--- src/rtl/prog_loader.sv ---
// Byte-serial program loader in front of the SEQ fetch stage: load, zero-fill, run, latch stop status.
// Optional trailing checksum byte is enabled by defining PROG_LOADER_CHECKSUM_EN.
module prog_loader #(
  parameter int MEM_BYTES = 1024,
  parameter int ADDR_W    = 10
) (
  input  logic              clock,
  input  logic              reset,
  input  logic              in_valid,
  input  logic [7:0]        in_byte,
  input  logic              in_last,
  output logic              in_ready,
  output logic              mem_we,
  output logic [ADDR_W-1:0] mem_addr,
  output logic [7:0]        mem_wdata,
  input  logic [3:0]        cpu_stat,
  output logic              run_en,
  output logic              start_cpu,
  input  logic              reload_req,
  output logic [ADDR_W:0]   byte_count,
  output logic [3:0]        final_stat,
  output logic              load_err,
  output logic [2:0]        state_o
);

  localparam logic [2:0] ST_LOAD  = 3'd0;
  localparam logic [2:0] ST_FILL  = 3'd1;
  localparam logic [2:0] ST_RUN   = 3'd2;
  localparam logic [2:0] ST_DONE  = 3'd3;
  localparam logic [2:0] ST_ERROR = 3'd4;
`ifdef PROG_LOADER_CHECKSUM_EN
  localparam logic [2:0] ST_CHECK = 3'd5;
`endif

  localparam logic [ADDR_W:0]   FULL_COUNT = (ADDR_W+1)'(MEM_BYTES);
  localparam logic [ADDR_W-1:0] LAST_ADDR  = ADDR_W'(MEM_BYTES - 1);
  localparam logic [3:0]        STAT_AOK   = 4'b1000;

  logic [2:0]        state_q, state_d;
  logic [ADDR_W:0]   byte_count_q, byte_count_d;
  logic [ADDR_W-1:0] fill_addr_q, fill_addr_d;
  logic [3:0]        final_stat_q, final_stat_d;
  logic              load_err_q, load_err_d;
  logic              mem_we_q, mem_we_d;
  logic [ADDR_W-1:0] mem_addr_q, mem_addr_d;
  logic [7:0]        mem_wdata_q, mem_wdata_d;
  logic              start_cpu_q, start_cpu_d;
`ifdef PROG_LOADER_CHECKSUM_EN
  logic [7:0]        sum_q, sum_d;
`endif

  logic            accept;
  logic [ADDR_W:0] count_inc;

`ifdef PROG_LOADER_CHECKSUM_EN
  assign in_ready = (state_q == ST_LOAD) || (state_q == ST_CHECK);
`else
  assign in_ready = (state_q == ST_LOAD);
`endif
  assign accept    = in_valid && in_ready;
  assign count_inc = byte_count_q + (ADDR_W+1)'(1);

  always_comb begin
    // NOTE: every next-state signal gets a default first so no path through the case leaves it unassigned (no latches).
    state_d      = state_q;
    byte_count_d = byte_count_q;
    fill_addr_d  = fill_addr_q;
    final_stat_d = final_stat_q;
    load_err_d   = load_err_q;
    mem_we_d     = 1'b0;
    mem_addr_d   = mem_addr_q;
    mem_wdata_d  = mem_wdata_q;
    start_cpu_d  = 1'b0;
`ifdef PROG_LOADER_CHECKSUM_EN
    sum_d        = sum_q;
`endif

    case (state_q)
      ST_LOAD: begin
        if (accept) begin
          mem_we_d     = 1'b1;
          mem_addr_d   = byte_count_q[ADDR_W-1:0];
          mem_wdata_d  = in_byte;
          byte_count_d = count_inc;
          fill_addr_d  = count_inc[ADDR_W-1:0];
`ifdef PROG_LOADER_CHECKSUM_EN
          sum_d        = sum_q + in_byte;
`endif
          if (in_last) begin
`ifdef PROG_LOADER_CHECKSUM_EN
            state_d = ST_CHECK;
`else
            if (count_inc == FULL_COUNT) begin
              state_d     = ST_RUN;
              start_cpu_d = 1'b1;
            end else begin
              state_d = ST_FILL;
            end
`endif
          end else if (count_inc == FULL_COUNT) begin
            state_d    = ST_ERROR;
            load_err_d = 1'b1;
          end
        end
      end

`ifdef PROG_LOADER_CHECKSUM_EN
      // The checksum byte is consumed here and never written to memory.
      ST_CHECK: begin
        if (accept) begin
          if (in_byte == sum_q) begin
            if (byte_count_q == FULL_COUNT) begin
              state_d     = ST_RUN;
              start_cpu_d = 1'b1;
            end else begin
              state_d = ST_FILL;
            end
          end else begin
            state_d    = ST_ERROR;
            load_err_d = 1'b1;
          end
        end
      end
`endif

      // Writes are registered, so the final zero write lands in the first RUN cycle.
      ST_FILL: begin
        mem_we_d    = 1'b1;
        mem_addr_d  = fill_addr_q;
        mem_wdata_d = 8'h00;
        fill_addr_d = fill_addr_q + ADDR_W'(1);
        if (fill_addr_q == LAST_ADDR) begin
          state_d     = ST_RUN;
          start_cpu_d = 1'b1;
        end
      end

      // The processor is still resetting its PC during the start_cpu cycle, so its status is ignored then.
      ST_RUN: begin
        if (!start_cpu_q && (cpu_stat != STAT_AOK)) begin
          final_stat_d = cpu_stat;
          state_d      = ST_DONE;
        end
      end

      ST_DONE, ST_ERROR: begin
        if (reload_req) begin
          state_d      = ST_LOAD;
          byte_count_d = '0;
          load_err_d   = 1'b0;
          final_stat_d = STAT_AOK;
`ifdef PROG_LOADER_CHECKSUM_EN
          sum_d        = '0;
`endif
        end
      end

      default: state_d = ST_LOAD;
    endcase
  end

  always_ff @(posedge clock) begin
    // NOTE: sequential state uses non-blocking assignments so all registers update together at the edge.
    if (reset) begin
      state_q      <= ST_LOAD;
      byte_count_q <= '0;
      fill_addr_q  <= '0;
      final_stat_q <= STAT_AOK;
      load_err_q   <= 1'b0;
      mem_we_q     <= 1'b0;
      mem_addr_q   <= '0;
      mem_wdata_q  <= '0;
      start_cpu_q  <= 1'b0;
`ifdef PROG_LOADER_CHECKSUM_EN
      sum_q        <= '0;
`endif
    end else begin
      state_q      <= state_d;
      byte_count_q <= byte_count_d;
      fill_addr_q  <= fill_addr_d;
      final_stat_q <= final_stat_d;
      load_err_q   <= load_err_d;
      mem_we_q     <= mem_we_d;
      mem_addr_q   <= mem_addr_d;
      mem_wdata_q  <= mem_wdata_d;
      start_cpu_q  <= start_cpu_d;
`ifdef PROG_LOADER_CHECKSUM_EN
      sum_q        <= sum_d;
`endif
    end
  end

  assign mem_we     = mem_we_q;
  assign mem_addr   = mem_addr_q;
  assign mem_wdata  = mem_wdata_q;
  assign run_en     = (state_q == ST_RUN);
  assign start_cpu  = start_cpu_q;
  assign byte_count = byte_count_q;
  assign final_stat = final_stat_q;
  assign load_err   = load_err_q;
  assign state_o    = state_q;

endmodule

--- config.mk ---
export PLATFORM = sky130hd
export DESIGN_NAME = prog_loader
export DESIGN_NICKNAME = d
export VERILOG_FILES = /design/src/rtl/prog_loader.sv
export SDC_FILE = /design/constraint.sdc
export NUM_CORES = 1
export LEC_CHECK = 0
export CORE_MARGIN = 2
export CORE_UTILIZATION = 35
export CTS_BUF_LIST = sky130_fd_sc_hd__clkbuf_4 sky130_fd_sc_hd__clkbuf_8 sky130_fd_sc_hd__clkbuf_16
export DETAILED_ROUTE_END_ITERATION = 16
export SLEW_MARGIN = 10
export SYNTH_ARGS = -nofsm -noshare
export SYNTH_HDL_FRONTEND = slang
export SYNTH_SLANG_ARGS = --single-unit
--- constraint.sdc ---
create_clock -name clock -period 4.2 [get_ports clock]
set_input_delay 1.26 -clock clock [delete_from_list [all_inputs] [get_ports clock]]
set_output_delay 1.26 -clock clock [all_outputs]
set_load 0.01 [all_outputs]
==> summary.md <==
The flow ran to the end, and the final reports show no timing, DRC or antenna violations. TritonCTS built the clock tree. The number of slew-limit violations in the final report is 0, and the length of the first detailed-routing pass in iterations is 4. Data arrives at the worst endpoint at 2.02 ns. The global routing usage on met2 is 0.2735.

The kind of start point of the critical path was a flop. The run gives 5 as the number of CTS-inserted buffers. The final cycle utilization of the critical path came out at 0.7804. Buffers placed on the I/O ports in this run total 57. The met1 usage in global routing was 0.2499; the total congestion overflow was 0. The congestion estimate from routability-driven global placement came to 0.7839. The logs give 2630 for the detailed-route via count and 0 for the count of max-cap constraint violations. Worst slew margin relative to its limit: 0.3907. Most congested layer reported by global routing: met2. The floorplan step set the die height to 91.14 um. In the final routed layout, each cell accounts on average for 15.39 um.

The number of warnings reported in the yosys synthesis log is 0. The type of the worst min-delay path was reg2reg. Counting flops with a built-in enable in the synthesized netlist gives 0.

Clock-pin slew was measured on the worst setup and hold paths at 0.09 ns. The count of unique library cells instantiated by Yosys is 59. The number of antenna diodes in the final layout is 0. In this run the cell area of the synthesized design comes to 2658 sq um. The wire length of the first global-routing pass was 11980 um.

The clock passes through at most 2 buffers. Entering global routing, the biggest net connects 36 pins. Detailed placement ended at an HPWL of 5258 um. The area growth from synthesis to layout is 27.68%. The final number of hold-violating endpoints came out at 0. Of all nets on the critical path, the largest fanout is 17.

Using the TritonRoute via totals, the vias-per-cell ratio works out to 5.514. The most used flip-flop cell after synthesis is sky130_fd_sc_hd__dfxtp_1. In this run the core area contains 31 standard-cell rows. At the later pin of the worst-skew pair, clock insertion delay measures 0.30 ns. Sequential area share after synthesis: 0.3691.

In this run the post-CTS setup repair buffer count came out at 0. The number of H-tree levels was 2; the mean instance size in the synthesized netlist was 8.005 sq um. The width of the die is 91.14 um. The number of nets handed over by synthesis was 352.

Initial antenna violation count: 0. The detailed router finished its first iteration with 136 violations. The logs give 7292 sq um for the area of the core region and 49 for the number of clock sinks.

The capturing element type of the critical path is an output pin. For the floorplan die area, the log shows 8306 sq um. The post-synthesis sequential element count was 49. The initial standard-cell utilization of the core was 0.3644; the power density normalized to cell area was 467.9 nW/um^2. The cell at the root of the clock tree is sky130_fd_sc_hd__clkbuf_8.

For the maximum ir drop on the vdd rail, the log shows 0.0002524 V. Setup repair after global routing left no endpoint under its margin. For this run, design rule violations remaining after detail routing come to 0.

Post-CTS repair changed the size of 0 cells. Wires add up to 7342 um. For the met3 capacity usage during global routing, the log shows 0.03320.

The required time at the endpoint of the critical path is 2.94 ns. The via count of the first global-routing pass is 2344. The number of hold buffers added after CTS was 0. The remaining number of nets flagged by the antenna check after routing was 0; the fraction of final layout cells sized beyond drive strength 1 was 0.07672.

The core utilization of the finished layout is 0.4653. The final setup violation count was 0. Summed over all cells, the static leakage comes to 1.227 nW. Static timing analysis puts the maximum clock frequency at 305.1 MHz. The global-route usage over all layers came out at 0.1760. The minimum clock period after layout was 3.278 ns; the total number of nets in the final design was 397. Setup total negative slack on the finished layout was measured at 0 ns. The share of async-settable or async-resettable flops after synthesis is 0, and the largest clock skew in the final design is 0.004469 ns.

At the pin with the least slew margin, the transition time is 0.9111 ns. The type of the worst setup path was reg2out. The logs give 332 for the synthesized instance count and 58 for the number of top-level pins.
[cells in the final DEF, fill, tap and decap left out, types with 3 or more instances in the layout]
cell	n
sky130_fd_sc_hd__a31oi_1	3
sky130_fd_sc_hd__nand2b_1	3
sky130_fd_sc_hd__a311oi_1	3
sky130_fd_sc_hd__nor3b_1	3
sky130_fd_sc_hd__inv_1	7
sky130_fd_sc_hd__a211oi_1	4
sky130_fd_sc_hd__a22oi_1	7
sky130_fd_sc_hd__nand3_1	16
sky130_fd_sc_hd__xnor2_1	5
sky130_fd_sc_hd__clkbuf_8	6
sky130_fd_sc_hd__and3_1	7
sky130_fd_sc_hd__a21oi_1	27
sky130_fd_sc_hd__o21ai_0	13
sky130_fd_sc_hd__xor2_1	7
sky130_fd_sc_hd__buf_4	5
sky130_fd_sc_hd__a221oi_1	3
sky130_fd_sc_hd__nand2_1	23
sky130_fd_sc_hd__o22ai_1	3
sky130_fd_sc_hd__nor2_1	46
sky130_fd_sc_hd__nand4_1	10
sky130_fd_sc_hd__clkdlybuf4s50_1	57
sky130_fd_sc_hd__dfxtp_1	49
sky130_fd_sc_hd__nor4_1	8
sky130_fd_sc_hd__a21o_1	4
sky130_fd_sc_hd__nor3_1	10
sky130_fd_sc_hd__ha_1	3
sky130_fd_sc_hd__or3_1	3
[final cells by class]
class	count	area, sq um
timing repair buffer	62	608.1
tap	99	123.9
sequential	49	980.9
clock inverter	2	37.54
clock buffer	6	82.58
multi-input combinational	252	1534
inverter	7	26.28
fill	766	3899
[metal layers]
metal,wire [um],part of all wire,up-vias
met2,3372,0.46,63
li1,-,-,1314
met4,97,0.013,0
met1,3549,0.48,1245
met5,0,0,-
met3,321,0.044,8
[flip-flops by register name, summed over array words and instances, names as in the netlist]
name / count
final_stat: 4
mem_wdata: 8
fill_addr_q: 10
mem_addr: 10
mem_we: 1
start_cpu: 1
load_err: 1
state_o: 3
byte_count: 11
[final timing paths]
path | startpoint | cells after the start | slack, ns | end
max | state_o[1] | 3 | 0.92 | in_ready
min | final_stat[0] | 2 | 0.45 | final_stat[0]
max reg2reg | byte_count[0] | 6 | 1.56 | start_cpu
min reg2reg | final_stat[0] | 2 | 0.45 | final_stat[0]
[per-stage QoR]
step	hold WS, ns	setup WS [ns]	power, W	instances	cell area, sq um
after floorplan	0.4761	1.751	0.0009925	332	2658
after global placement	0.4444	1.091	0.001240	469	3273
after detailed placement	0.4448	1.044	0.001241	469	3273
after CTS	0.4584	0.9160	0.001602	477	3393
after global routing	0.4763	0.8105	0.001694	477	3393
final	0.4531	0.9222	0.001588	477	3393
[synthesized netlist by cell type, types with 4 or more instances]
| master | n | area, sq um |
|---|---|---|
| sky130_fd_sc_hd__xnor2_1 | 5 | 43.79 |
| sky130_fd_sc_hd__xor2_1 | 7 | 61.31 |
| sky130_fd_sc_hd__and3_1 | 7 | 43.79 |
| sky130_fd_sc_hd__nand2_1 | 23 | 86.33 |
| sky130_fd_sc_hd__nor4_1 | 8 | 50.05 |
| sky130_fd_sc_hd__a211oi_1 | 4 | 30.03 |
| sky130_fd_sc_hd__a21o_1 | 4 | 30.03 |
| sky130_fd_sc_hd__nor2_1 | 46 | 172.7 |
| sky130_fd_sc_hd__o21ai_0 | 13 | 65.06 |
| sky130_fd_sc_hd__clkbuf_1 | 11 | 41.29 |
| sky130_fd_sc_hd__nand3_1 | 16 | 80.08 |
| sky130_fd_sc_hd__buf_2 | 8 | 40.04 |
| sky130_fd_sc_hd__nand4_1 | 10 | 62.56 |
| sky130_fd_sc_hd__dfxtp_1 | 49 | 980.9 |
| sky130_fd_sc_hd__a22oi_1 | 7 | 52.55 |
| sky130_fd_sc_hd__a21oi_1 | 27 | 135.1 |
| sky130_fd_sc_hd__nor3_1 | 10 | 50.05 |
| sky130_fd_sc_hd__inv_1 | 7 | 26.28 |
[worst max-delay path, cell delays in order, from the launching register on]
cell	delay (ns)
sky130_fd_sc_hd__dfxtp_1	0.48
sky130_fd_sc_hd__or3_1	0.52
sky130_fd_sc_hd__inv_1	0.16
sky130_fd_sc_hd__clkdlybuf4s50_1	0.57
[logic make-up (layout without fill, tap and decap cells)]
family	after synthesis	after routing	share of synthesized area
simple gates	148	148	0.2881
fa+ha+maj	3	3	0.01413
xor+xnor	12	12	0.03955
mux	3	3	0.01224
buf+inv	31	77	0.05367
compound gates	86	86	0.2232
flops	49	49	0.3691
[power by group]
part	internal [W]	leakage [nW]	total [W]	switching [W]
Sequential	0.000545	0.400	0.000634	0.0000891
Combinational	0.000265	0.769	0.000600	0.000334
Clock	0.000194	0.0574	0.000355	0.000161
Total	0.00100	1.23	0.00159	0.000584
Power figures use the tool's default switching activity.
